**config.mk**
```make
export PLATFORM = sky130hd
export DESIGN_NAME = gru_seq_cell
export DESIGN_NICKNAME = d
export VERILOG_FILES = /design/src/rtl/gru_seq_cell.sv
export SDC_FILE = /design/constraint.sdc
export NUM_CORES = 1
export LEC_CHECK = 0
export ABC_AREA = 1
export BUFFER_PORTS_ARGS = -buffer_cell sky130_fd_sc_hd__buf_2
export CAP_MARGIN = 20
export CORE_ASPECT_RATIO = 0.75
export CORE_MARGIN = 5
export CORE_UTILIZATION = 31
export DETAILED_ROUTE_END_ITERATION = 8
export SETUP_SLACK_MARGIN = 0.05
export SYNTH_ARGS = -nofsm -noshare
export SYNTH_HDL_FRONTEND = slang
export SYNTH_SLANG_ARGS = --single-unit
export TNS_END_PERCENT = 1
```
**constraint.sdc**
```tcl
create_clock -name clk -period 25.5 [get_ports clk]
set_input_delay 1.275 -clock clk [delete_from_list [all_inputs] [get_ports clk]]
set_output_delay 1.275 -clock clk [all_outputs]
set_load 0.005 [all_outputs]
```
**src/rtl/gru_seq_cell.sv**
```systemverilog
// -----------------------------------------------------------------------------
// gru_seq_cell
//
// Sequential scalar GRU cell. It consumes a stream of signed fixed-point
// samples x[t] and keeps the hidden state h between samples. A single
// time-shared signed multiplier is sequenced by an FSM, so one sample takes
// eight compute cycles. Nine weights/biases live in an internal register
// file that is written through a simple strobe port while the cell is idle.
//
// Number format: signed Q(DATA_WIDTH-FRACT_WIDTH).FRACT_WIDTH, ONE = 2^FRACT_WIDTH.
// DATA_WIDTH must be at least FRACT_WIDTH+2 so that +/-ONE is representable.
//
// Ports
//   clk        clock, all state changes on the rising edge
//   rst        synchronous active-high reset (highest priority)
//   in_valid   x_in / in_first valid
//   in_ready   high only while idle
//   x_in       input sample x[t]
//   in_first   start of a sequence: the previous hidden state is taken as 0
//   out_valid  h_out valid, held until out_ready
//   out_ready  consumer accepts h_out
//   h_out      newest hidden state h[t]; keeps its value after the handshake
//   wt_we      weight write strobe (honoured only while idle)
//   wt_addr    0..8 = Wz, Wr, Wh, Uz, Ur, Uh, bz, br, bh; larger values ignored
//   wt_data    weight value
// -----------------------------------------------------------------------------
module gru_seq_cell #(
  parameter int DATA_WIDTH  = 8,
  parameter int FRACT_WIDTH = 5
) (
  input  logic                  clk,
  input  logic                  rst,
  input  logic                  in_valid,
  output logic                  in_ready,
  input  logic [DATA_WIDTH-1:0] x_in,
  input  logic                  in_first,
  output logic                  out_valid,
  input  logic                  out_ready,
  output logic [DATA_WIDTH-1:0] h_out,
  input  logic                  wt_we,
  input  logic [3:0]            wt_addr,
  input  logic [DATA_WIDTH-1:0] wt_data
);

  // Widths: W1 for (hc - hp), W2 for all additions, PW wide enough for any
  // product or sum before saturation.
  localparam int W1   = DATA_WIDTH + 1;
  localparam int W2   = DATA_WIDTH + 2;
  localparam int PW   = 2 * DATA_WIDTH + 2;
  localparam int ONE  = 1 << FRACT_WIDTH;
  localparam int N_WT = 9;

  localparam logic signed [PW-1:0]         SAT_MAX   = PW'((2 ** (DATA_WIDTH - 1)) - 1);
  localparam logic signed [PW-1:0]         SAT_MIN   = ~SAT_MAX;
  localparam logic signed [W2-1:0]         ONE_W     = W2'(ONE);
  localparam logic signed [W2-1:0]         HALF_W    = W2'(ONE / 2);
  localparam logic signed [W2-1:0]         ZERO_W    = '0;
  localparam logic signed [DATA_WIDTH-1:0] ONE_D     = DATA_WIDTH'(ONE);
  localparam logic signed [DATA_WIDTH-1:0] NEG_ONE_D = DATA_WIDTH'(-ONE);

  typedef enum logic [3:0] {
    S_IDLE,
    S_MZX,   // Wz*x
    S_MZH,   // Uz*hp, finish z
    S_MRX,   // Wr*x
    S_MRH,   // Ur*hp, finish r
    S_MRHP,  // r*hp
    S_MHX,   // Wh*x
    S_MHH,   // Uh*(r*hp), finish hc
    S_UPD,   // z*(hc-hp), write h
    S_OUT
  } state_t;

  // ---------------------------------------------------------------------------
  // Arithmetic helpers
  // ---------------------------------------------------------------------------
  function automatic logic signed [DATA_WIDTH-1:0] sat_dw(input logic signed [PW-1:0] v);
    logic signed [DATA_WIDTH-1:0] r;
    if (v > SAT_MAX) begin
      r = SAT_MAX[DATA_WIDTH-1:0];
    end else if (v < SAT_MIN) begin
      r = SAT_MIN[DATA_WIDTH-1:0];
    end else begin
      r = v[DATA_WIDTH-1:0];
    end
    return r;
  endfunction

  // Three-term sum evaluated exactly at W2 bits, then saturated once.
  function automatic logic signed [DATA_WIDTH-1:0] sum3(
    input logic signed [DATA_WIDTH-1:0] a,
    input logic signed [DATA_WIDTH-1:0] b,
    input logic signed [DATA_WIDTH-1:0] c
  );
    logic signed [W2-1:0] s;
    s = W2'(a) + W2'(b) + W2'(c);
    return sat_dw(PW'(s));
  endfunction

  // Hard sigmoid: clamp((v >>> 2) + ONE/2, 0, ONE).
  function automatic logic signed [DATA_WIDTH-1:0] hsig(input logic signed [DATA_WIDTH-1:0] v);
    logic signed [W2-1:0]         t;
    logic signed [DATA_WIDTH-1:0] r;
    t = W2'(v >>> 2) + HALF_W;
    if (t < ZERO_W) begin
      r = '0;
    end else if (t > ONE_W) begin
      r = ONE_D;
    end else begin
      r = t[DATA_WIDTH-1:0];
    end
    return r;
  endfunction

  // Hard tanh: clamp(v, -ONE, ONE).
  function automatic logic signed [DATA_WIDTH-1:0] htanh(input logic signed [DATA_WIDTH-1:0] v);
    logic signed [DATA_WIDTH-1:0] r;
    if (v > ONE_D) begin
      r = ONE_D;
    end else if (v < NEG_ONE_D) begin
      r = NEG_ONE_D;
    end else begin
      r = v;
    end
    return r;
  endfunction

  // ---------------------------------------------------------------------------
  // State
  // ---------------------------------------------------------------------------
  state_t                       state_q, state_d;
  logic signed [DATA_WIDTH-1:0] x_q, x_d;
  logic                         first_q, first_d;
  logic signed [DATA_WIDTH-1:0] p_q, p_d;     // W*x partial product
  logic signed [DATA_WIDTH-1:0] z_q, z_d;
  logic signed [DATA_WIDTH-1:0] r_q, r_d;
  logic signed [DATA_WIDTH-1:0] rh_q, rh_d;   // mul(r, hp)
  logic signed [DATA_WIDTH-1:0] hc_q, hc_d;
  logic signed [DATA_WIDTH-1:0] h_q, h_d;

  logic accept;
  logic wt_wr;

  assign accept = in_valid && (state_q == S_IDLE);
  // Writes land only while idle so a sample in flight always sees one weight set.
  assign wt_wr  = wt_we && (state_q == S_IDLE) && (wt_addr <= 4'd8);

  // ---------------------------------------------------------------------------
  // Weight register file
  // ---------------------------------------------------------------------------
  logic signed [DATA_WIDTH-1:0] wt [N_WT];

  genvar gi;
  generate
    for (gi = 0; gi < N_WT; gi++) begin : g_wt
      logic signed [DATA_WIDTH-1:0] w_q, w_d;

      always_comb begin
        w_d = w_q;
        if (wt_wr && (wt_addr == 4'(gi))) begin
          w_d = wt_data;
        end
      end

      always_ff @(posedge clk) begin
        if (rst) begin
          w_q <= '0;
        end else begin
          w_q <= w_d;
        end
      end

      assign wt[gi] = w_q;
    end
  endgenerate

  logic signed [DATA_WIDTH-1:0] wz, wr, wh, uz, ur, uh, bz, br, bh;
  assign wz = wt[0];
  assign wr = wt[1];
  assign wh = wt[2];
  assign uz = wt[3];
  assign ur = wt[4];
  assign uh = wt[5];
  assign bz = wt[6];
  assign br = wt[7];
  assign bh = wt[8];

  // ---------------------------------------------------------------------------
  // Shared multiplier
  // ---------------------------------------------------------------------------
  logic signed [DATA_WIDTH-1:0] hp;
  logic signed [W1-1:0]         diff;
  logic signed [DATA_WIDTH-1:0] mul_a;
  logic signed [W1-1:0]         mul_b;
  logic signed [PW-1:0]         mul_prod;
  logic signed [DATA_WIDTH-1:0] mul_res;

  assign hp = first_q ? '0 : h_q;
  // hc - hp needs one extra bit and is fed to the multiplier unsaturated.
  assign diff = W1'(hc_q) - W1'(hp);

  always_comb begin
    mul_a = '0;
    mul_b = '0;
    case (state_q)
      S_MZX:  begin mul_a = wz; mul_b = W1'(x_q);  end
      S_MZH:  begin mul_a = uz; mul_b = W1'(hp);   end
      S_MRX:  begin mul_a = wr; mul_b = W1'(x_q);  end
      S_MRH:  begin mul_a = ur; mul_b = W1'(hp);   end
      S_MRHP: begin mul_a = r_q; mul_b = W1'(hp);  end
      S_MHX:  begin mul_a = wh; mul_b = W1'(x_q);  end
      S_MHH:  begin mul_a = uh; mul_b = W1'(rh_q); end
      S_UPD:  begin mul_a = z_q; mul_b = diff;     end
      default: begin mul_a = '0; mul_b = '0;       end
    endcase
  end

  // Arithmetic shift floors toward minus infinity before saturation.
  always_comb begin
    mul_prod = PW'(mul_a) * PW'(mul_b);
    mul_res  = sat_dw(mul_prod >>> FRACT_WIDTH);
  end

  // ---------------------------------------------------------------------------
  // Datapath next-state
  // ---------------------------------------------------------------------------
  always_comb begin
    x_d     = x_q;
    first_d = first_q;
    p_d     = p_q;
    z_d     = z_q;
    r_d     = r_q;
    rh_d    = rh_q;
    hc_d    = hc_q;
    h_d     = h_q;

    if (accept) begin
      x_d     = x_in;
      first_d = in_first;
    end

    case (state_q)
      S_MZX, S_MRX, S_MHX: p_d  = mul_res;
      S_MZH:               z_d  = hsig(sum3(p_q, mul_res, bz));
      S_MRH:               r_d  = hsig(sum3(p_q, mul_res, br));
      S_MRHP:              rh_d = mul_res;
      S_MHH:               hc_d = htanh(sum3(p_q, mul_res, bh));
      S_UPD:               h_d  = sum3(hp, mul_res, '0);
      default:             ;
    endcase
  end

  // ---------------------------------------------------------------------------
  // FSM next-state
  // ---------------------------------------------------------------------------
  always_comb begin
    state_d = state_q;
    case (state_q)
      S_IDLE:  if (accept) state_d = S_MZX;
      S_MZX:   state_d = S_MZH;
      S_MZH:   state_d = S_MRX;
      S_MRX:   state_d = S_MRH;
      S_MRH:   state_d = S_MRHP;
      S_MRHP:  state_d = S_MHX;
      S_MHX:   state_d = S_MHH;
      S_MHH:   state_d = S_UPD;
      S_UPD:   state_d = S_OUT;
      S_OUT:   if (out_ready) state_d = S_IDLE;
      default: state_d = S_IDLE;
    endcase
  end

  // ---------------------------------------------------------------------------
  // Registers
  // ---------------------------------------------------------------------------
  always_ff @(posedge clk) begin
    if (rst) begin
      state_q <= S_IDLE;
      x_q     <= '0;
      first_q <= 1'b0;
      p_q     <= '0;
      z_q     <= '0;
      r_q     <= '0;
      rh_q    <= '0;
      hc_q    <= '0;
      h_q     <= '0;
    end else begin
      state_q <= state_d;
      x_q     <= x_d;
      first_q <= first_d;
      p_q     <= p_d;
      z_q     <= z_d;
      r_q     <= r_d;
      rh_q    <= rh_d;
      hc_q    <= hc_d;
      h_q     <= h_d;
    end
  end

  // h_out is the hidden-state register itself, so it holds after the handshake.
  assign in_ready  = (state_q == S_IDLE);
  assign out_valid = (state_q == S_OUT);
  assign h_out     = h_q;

endmodule

```
* Yosys cells after proc, flatten, opt, wreduce, memory -nomap -nowiden *
Index checks and enable logic that the tools add are counted.

word-level totals
  bits of input ports = 26
  flip-flop bits (word level) = 133

operators by class
  multipliers = 1
  multiplexer cells = 25
  equal/unequal tests = 19
  add/subtract/negate cells = 8
  reduce and logical (&&, ||, !) cells = 17
  magnitude comparators = 17

operators with widths
  cell                                                             number
  two-way mux 8 bit                                                20
  case mux 8 bit (8 select lines)                                  1
  case mux 4 bit (10 select lines)                                 1
  case mux 9 bit (4 select lines)                                  1
  == test 4 x 3 -> 1 bit (second input constant)                   8
  adder 9 x 8 -> 10 bit                                            3
  greater-than comparator 10 x 8 -> 1 bit (second input constant)  3
  less-than comparator 10 x 8 -> 1 bit (second input constant)     3
  adder 8 x 8 -> 9 bit                                             2
  multiplier 8 x 9 -> 17 bit                                       1
  == test 4 x 2 -> 1 bit (second input constant)                   4
  adder 6 x 6 -> 7 bit (second input constant)                     2
  greater-than comparator 7 bit (second input constant)            2
  less-than comparator 7 x 1 -> 1 bit (second input constant)      2
  == test 4 bit (second input constant)                            3
  greater-than comparator 12 x 8 -> 1 bit (second input constant)  1
  logical AND 1 bit                                                12
  less-than comparator 12 x 8 -> 1 bit (second input constant)     1
  greater-than comparator 9 x 8 -> 1 bit (second input constant)   1
  less-than comparator 9 x 8 -> 1 bit (second input constant)      1
  subtractor 8 x 8 -> 9 bit                                        1
  == test 4 x 1 -> 1 bit (second input constant)                   2
  greater-than comparator 8 x 7 -> 1 bit (second input constant)   1
  zero test 4 bit                                                  2
  6 further kinds                                                  9

* Longest topological paths before layout *
Gate-level depths: netlist (run 1).

  word-level depth = 17
  gate-level depth with buffers = 66
  mapped depth without buffers = 65

* Worst setup path before layout (run 1) *
Ideal clock, no wire load.

  kind = reg2reg
  start = register first_q
  end = register hc_q[0]
  path buffers = 2
  cell stages (with the launch flop) = 59
  setup slack = 16.205 ns
  arrival time = 9.226 ns
  period minus slack after synthesis = 9.295 ns
  data required time = 25.431 ns
  cells stage by stage = dfxtp_1 clkbuf_1 inv_1 nand2_1 inv_1 fa_1 nor2_1 o21ai_0 nand2_1 nand2_1 nand2_1 a21oi_1 nor2_1 o22ai_1 nand2_1 nand2_1 inv_1 nor2_1 [... 23 more ...] xnor2_1 inv_1 ha_1 nand2_1 inv_1 a21oi_1 nand3_1 nand2_1 nand2_1 nand2_4 inv_2 o21ai_0 nand3_1 ha_1 or2_2 a21oi_1 nand2_1 a21oi_2

between the ends
  cells in the longest elaborated chain, start to end = 16
  elaborated cells on any way between the ends = 19
  classes of those cells = add/sub: 3; mul: 1; order compare: 6; mux: 9

ends and longest elaborated chain
  element                               RTL line  text
  start: declaration                    133       logic first_q, first_d;
  start signal: assignment              290       first_q <= first_d;
  two-way mux 8 bit *                   198       assign hp = first_q ? '0 : h_q;
  subtractor 8 x 8 -> 9 bit             200       assign diff = W1'(hc_q) - W1'(hp);
  case mux 9 bit (4 select lines) *     205       case (state_q)
  multiplier 8 x 9 -> 17 bit *          220       mul_prod = PW'(mul_a) * PW'(mul_b);
  less-than comparator 12 x 8 -> 1 bit  81        end else if (v < SAT_MIN) begin
  two-way mux 8 bit                     81
  two-way mux 8 bit *                   79        if (v > SAT_MAX) begin
  net mul_res[7]                        196       logic signed [DATA_WIDTH-1:0] mul_res;
  adder 8 x 8 -> 9 bit *                96        s = W2'(a) + W2'(b) + W2'(c);
  adder 9 x 8 -> 10 bit *               96
  less-than comparator 10 x 8 -> 1 bit  81
  two-way mux 8 bit                     81
  two-way mux 8 bit *                   79
  two-way mux 8 bit *                   242       case (state_q)
  less-than comparator 8 x 6 -> 1 bit   120       end else if (v < NEG_ONE_D) begin
  two-way mux 8 bit                     120
  two-way mux 8 bit *                   118       if (v > ONE_D) begin
  end signal: assignment                285       hc_q <= '0;
  end signal: assignment                295       hc_q <= hc_d;
  end: declaration                      138       logic signed [DATA_WIDTH-1:0] hc_q, hc_d;

The timed path passes the listed nets; every way through them passes the cells marked *. The select of a mux whose other input is x is not followed.
A chain may end at the register's enable or synchronous reset.

* Final worst setup path (run 1) *
  start = register first_q
  end = register hc_q[1]

Same word-level chain as after synthesis.

==> flow_summary.json, run 1 <==
{
  "status": "finished, final reports clean",
  "grt_max_degree": 72,
  "rsz0062_at_grt": "false",
  "synth-seq-cells": 129,
  "swShare_pct": 31.8,
  "wl_met3_um": 2080,
  "drive_above_1_share_pct": 7.51,
  "async_flop_share_pct": 0,
  "hold_viol_final": 0,
  "gp_congestion": 0.900,
  "crit_top_cell": "nand2_1",
  "pwr-share-seq_pct": 36.5,
  "clk_pin_slew_ns": 0.06,
  "grt_pass1_vias": 9355,
  "clockPowerShare_pct": 42.7,
  "worstMarginPinSlew_ns": 0.957,
  "drt_wl_total_um": 31200,
  "critPathLaunchType": "flip-flop",
  "fp.dieArea_um2": 39100,
  "htree_levels": 4,
  "max_slew_margin_pct": 35.6,
  "cts_resized": 0,
  "fillers": 3722,
  "num_io_pins": 36,
  "vdd_drop_max_mv": 0.0377,
  "cts_buffers": 17,
  "cp.arrival_ns": 11.51,
  "p_comb_share_pct": 20.8,
  "required_ns": 25.86,
  "dp_hpwl_um": 24900,
  "avgSynthCellArea_um2": 6.95,
  "cts-root-buf": "clkbuf_16",
  "synth_top_flop_cell": "dfxtp_1",
  "post-place-ws_ns": 14.48,
  "start_util_pct": 31.4,
  "multi_input_area_um2": 6940,
  "layout.nets": 1761,
  "p_int_w": 0.000400,
  "placedCellCount": 2023,
  "cellLeakagePower_nw": 5.97,
  "num_antenna_cells": 0,
  "seq_area_frac_synth_pct": 23.7,
  "synth_most_common_cell": "nand2_1",
  "reg2reg_depth": 56,
  "timing.rr.start": "first_q",
  "period_share_pct": 43.7,
  "grt_pass1_wl_um": 50800,
  "top_layer": "met4",
  "ys_warn_count": 0,
  "cap_violations": 0,
  "io_buffers": 35,
  "drv_slew": 0,
  "crit_end": "hc_q[1]",
  "crit_type": "reg2reg",
  "fp.dieH_um": 172,
  "cts_tree": "built",
  "syn_inst": 1570,
  "crit_start": "first_q",
  "finalSetupViolations": 0,
  "vias": 9875,
  "drt_pass1_iterations": 7,
  "drc": 0,
  "worst_slack_ns": 14.34,
  "cts_hold_buf": 0,
  "net-switching-power_w": 0.000186,
  "cp_slowest_cell": "fa_1",
  "clk_path_buf_depth": 2,
  "synth_cell_type_count": 49,
  "fmax_mhz": 89.6,
  "fin_crit_ns": 11.16,
  "cp_max_fo": 21,
  "coreArea_um2": 34700,
  "synth_area_um2": 10900,
  "syn-num-nets": 1746,
  "die_w_um": 227,
  "area_delta_synth_final_pct": 10.6,
  "finClkSkew_ns": 0.0117,
  "seq_area_um2": 2580,
  "drt-wirelength-per-cell_um": 15.2,
  "postCtsSetupRepairBufs": 0,
  "layoutNonFillerInstCount": 2054,
  "setup_tns_ns": 0,
  "yosys.area.top_type": "dfxtp_1",
  "grt_remaining_overflow": 0,
  "synth_edf_count": 0,
  "synthTopCellsByCount": "nand2_1 (317), inv_1 (305), a21oi_1 (151)",
  "timing.rr.end": "hc_q[1]",
  "r2r_setup_slack_ns": 14.34,
  "route.antenna.remaining_nets": 0,
  "cellPowerDensity_nw_per_um2": 48.6,
  "clock-sinks": 129,
  "antenna_found_initial": 0,
  "avgViaCountPerCell": 4.81,
  "synthTopCellsByArea": "dfxtp_1 (24%), fa_1 (12%), nand2_1 (11%)",
  "wl_met2_um": 12300,
  "hold_class": "reg2reg",
  "cpPeakStageDelay_ns": 0.54,
  "synth_top_area_share_pct": 23.7,
  "row_count": 59,
  "drtIter0Drc": 807,
  "wl_met1_um": 16500,
  "cp-end-kind": "flip-flop",
  "grt_usage_pct": 16.4,
  "clk_latency_ns": 0.44
}
[how the worst min path moves through the flow]
stage	startpoint	endpoint	slack, ns	depth (start not counted)
floorplan	g_wt[0].w_q[0]	g_wt[0].w_q[0]	0.42	2
global placement	g_wt[2].w_q[0]	g_wt[2].w_q[0]	0.43	2
detailed placement	g_wt[2].w_q[0]	g_wt[2].w_q[0]	0.44	2
CTS	g_wt[2].w_q[0]	g_wt[2].w_q[0]	0.45	2
global route	g_wt[2].w_q[5]	g_wt[2].w_q[5]	0.46	2
finish	g_wt[2].w_q[0]	g_wt[2].w_q[0]	0.45	2
[routing by layer]
metal,global-route usage [%],up-vias
met4,3.24,0
met5,0,-
li1,-,4987
met2,22.8,269
met3,3.33,29
met1,26.1,4590
[layout by cell type, fill, tap and decap left out, types with 19 or more instances in the layout]
cell / count
dfxtp_1: 129
buf_2: 35
fa_1: 67
nand3_1: 61
xnor2_1: 22
a21oi_1: 151
ha_1: 83
o21ai_0: 116
nand2_1: 317
nor2_1: 130
xor2_1: 19
inv_1: 304
[flip-flops by register name, indices dropped and copies added (netlist names)]
register,flops
g_wt.w_q,48
bh,8
br,8
bz,8
h_out,8
hc_q,8
p_q,8
rh_q,8
x_q,8
r_q,6
z_q,6
state_q,4
first_q,1
[final cells by class]
type	count	share of cell area [%]
Tap cell	457	4.74
Clock inverter	12	1.31
Sequential cell	129	21.4
Timing Repair Buffer	38	1.64
Clock buffer	19	3.59
Multi-Input combinational cell	1083	57.5
Inverter	316	9.85
[power by group through the flow]
| stage | Clock [W] | Sequential [W] | Combinational (W) |
|---|---|---|---|
| 4_1_cts | 0.000256 | 0.000214 | 0.000121 |
| 3_5_place_dp | 0 | 0.000218 | 0.000120 |
| 3_3_place_gp | 0 | 0.000218 | 0.000119 |
| 6_report | 0.000250 | 0.000214 | 0.000122 |
| 2_1_floorplan | 0 | 0.000216 | 0.0000899 |
| 5_1_grt | 0.000264 | 0.000214 | 0.000138 |
[through the flow]
stage                     util, %  area (µm²)  power, W  hold WS, ns
final                        34.8       12100  0.000586        0.446
after global routing         34.8       12100  0.000616        0.459
after CTS                    34.8       12100  0.000591        0.446
after detailed placement     33.1       11500  0.000338        0.437
after global placement       33.1       11500  0.000337        0.433
after floorplan                 -       10900  0.000306        0.424
[cell families (layout without fill, tap and decap cells)]
group,count (synthesis),count (layout),share of synthesized area (%)
fa+ha+maj,150,150,21.8
buf+inv,358,385,12.7
xor+xnor,42,42,3.44
simple gates,567,567,22.1
flops,129,129,23.7
compound gates,324,324,16.2
[critical path: cells and delay by family (launching register included)]
kind	cells	cell delay, ns
and+or+nand+nor	24	3.76
adders and majority gates	10	4.05
DFF	1	0.39
xor gates and xnor gates	2	0.52
AOI/OAI and AO/OA	9	1.48
buffers and inverters	11	0.83
Note: power is estimated with default switching activity, not from simulation.
==> run 2: changes to the inputs <==
==> constraint.sdc (replaced) <==
create_clock -name clk -period 9.81 [get_ports clk]
set_input_delay 0.4905 -clock clk [delete_from_list [all_inputs] [get_ports clk]]
set_output_delay 0.4905 -clock clk [all_outputs]
set_load 0.005 [all_outputs]
==> run 2 against run 1 <==
Effect of this change: combinational power rose to 3.2 times the previous value; hold slack got worse by 0.12 ns; non-clock buffer count rose by 83; sequential cell count did not move; wire length rose by 3.2%; first-iteration DRC count fell by 21%; register-to-register slack got worse by 14 ns; global-route usage barely moved; worst setup slack got worse by 14 ns.
==> flow_summary.json, run 2 (synthesis results as in run 1) <==
{
  "fin_crit_ns": 9.26,
  "drive_above_1_share_pct": 18.3,
  "cap_violations": 0,
  "layout.nets": 1844,
  "area_delta_synth_final_pct": 21.5,
  "gp_congestion": 0.884,
  "hold_viol_final": 0,
  "fp.dieH_um": 172,
  "drt_pass1_iterations": 5,
  "cts-root-buf": "clkbuf_16",
  "status": "finished, final reports clean",
  "cp_slowest_cell": "fa_1",
  "final_cell_mix": "nand2_1 (292), inv_1 (290), a21oi_1 (135), dfxtp_1 (126), nor2_1 (118)",
  "cts_tree": "built",
  "clk_path_buf_depth": 2,
  "clk_pin_slew_ns": 0.06,
  "avgViaCountPerCell": 4.76,
  "grt_remaining_overflow": 0,
  "finClkSkew_ns": 0.00952,
  "grt_max_degree": 90,
  "cp-end-kind": "flip-flop",
  "finalSetupViolations": 0,
  "start_util_pct": 31.4,
  "clk_latency_ns": 0.44,
  "drv_slew": 0,
  "route.antenna.remaining_nets": 0,
  "cts_hold_buf": 0,
  "max_slew_margin_pct": 35.4,
  "fillers": 3671,
  "row_count": 59,
  "finalPower_w": 0.00159,
  "drc": 0,
  "htree_levels": 4,
  "io_buffers": 35,
  "drt-wirelength-per-cell_um": 15.1,
  "cellLeakagePower_nw": 6.44,
  "grt_pass1_wl_um": 50900,
  "period_share_pct": 94.4,
  "cpPeakStageDelay_ns": 0.59,
  "num_antenna_cells": 0,
  "crit_type": "reg2reg",
  "fp.dieArea_um2": 39100,
  "post-place-ws_ns": -0.146,
  "grt_pass1_vias": 9624,
  "top_register": "g_wt.w_q",
  "fmax_mhz": 108,
  "cellPowerDensity_nw_per_um2": 120,
  "cts_buffers": 17,
  "num_io_pins": 36,
  "dp_hpwl_um": 25600,
  "die_w_um": 227,
  "crit_top_cell": "nand2_1",
  "cp.arrival_ns": 9.63,
  "antenna_found_initial": 0,
  "drtIter0Drc": 635,
  "cp_max_fo": 6,
  "vias": 10185,
  "clock-sinks": 129,
  "rsz0062_at_grt": "true",
  "required_ns": 10.17,
  "largest_register_ff_count": 48,
  "worstMarginPinSlew_ns": 0.968,
  "hold_class": "in2reg",
  "critPathLaunchType": "flip-flop",
  "final_common_cell": "nand2_1",
  "grt_usage_pct": 16.5,
  "vdd_drop_max_mv": 0.0814,
  "drt_wl_total_um": 32200,
  "coreArea_um2": 34700,
  "worst_slack_ns": 0.545
}
run 2: timing repair:
action,in CTS,in global routing
pin swaps,1,73
gates resized for setup,13,125
setup buffers,1,17
gates cloned,0,0
endpoints found under the setup margin,5,19
run 2: final timing paths:
check | start | end | slack, ns | depth (start not counted)
max | first_q | hc_q[3] | 0.55 | 56
min | x_in[2] | x_q[2] | 0.33 | 3
max reg2reg | first_q | hc_q[3] | 0.55 | 56
min reg2reg | g_wt[2].w_q[0] | g_wt[2].w_q[0] | 0.45 | 2
run 2: per-layer routing:
| layer | track usage, % | vias up | wire [µm] |
|---|---|---|---|
| li1 | - | 5155 | - |
| met5 | 0 | - | 0 |
| met4 | 3.32 | 0 | 368 |
| met2 | 23.7 | 263 | 13200 |
| met1 | 25.0 | 4738 | 16400 |
| met3 | 3.94 | 29 | 2230 |
run 2: power breakdown:
part | switching, W | leakage, nW | internal, W
Clock | 0.000262 | 0.285 | 0.000384
Sequential | 0.0000128 | 1.05 | 0.000543
Combinational | 0.000243 | 5.11 | 0.000142
Total | 0.000517 | 6.44 | 0.00107
run 2: final cells by class:
class / count / area [µm²] / share of cell area [%]
Clock inverter: 14 / 156 / 1.18
Multi-Input combinational cell: 1083 / 7460 / 56.3
Tap cell: 457 / 572 / 4.31
Sequential cell: 129 / 2590 / 19.5
Timing Repair Buffer: 121 / 836 / 6.31
Clock buffer: 18 / 439 / 3.31
Inverter: 316 / 1200 / 9.06
run 2: through the flow:
| stage | hold slack, ns | std cells | utilization (%) | area [µm²] | TNS (ns) |
|---|---|---|---|---|---|
| after floorplan | 0.424 | 1570 | - | 10900 | 0 |
| after global placement | 0.435 | 2088 | 34.5 | 12000 | 0 |
| after detailed placement | 0.440 | 2088 | 34.5 | 12000 | -0.677 |
| after CTS | 0.312 | 2121 | 36.3 | 12600 | 0 |
| after global routing | 0.341 | 2138 | 38.2 | 13300 | -0.414 |
| final | 0.330 | 2138 | 38.2 | 13300 | 0 |
run 2: critical path, delay by kind of cell, from the launching register on:
family	cells	cell delay (ns)
AND/OR/NAND/NOR	25	2.54
AO/OA/AOI/OAI	8	1.07
flip-flops	1	0.37
XOR/XNOR	3	0.58
adder cells (fa/ha/maj)	10	3.85
buffers and inverters	10	0.75
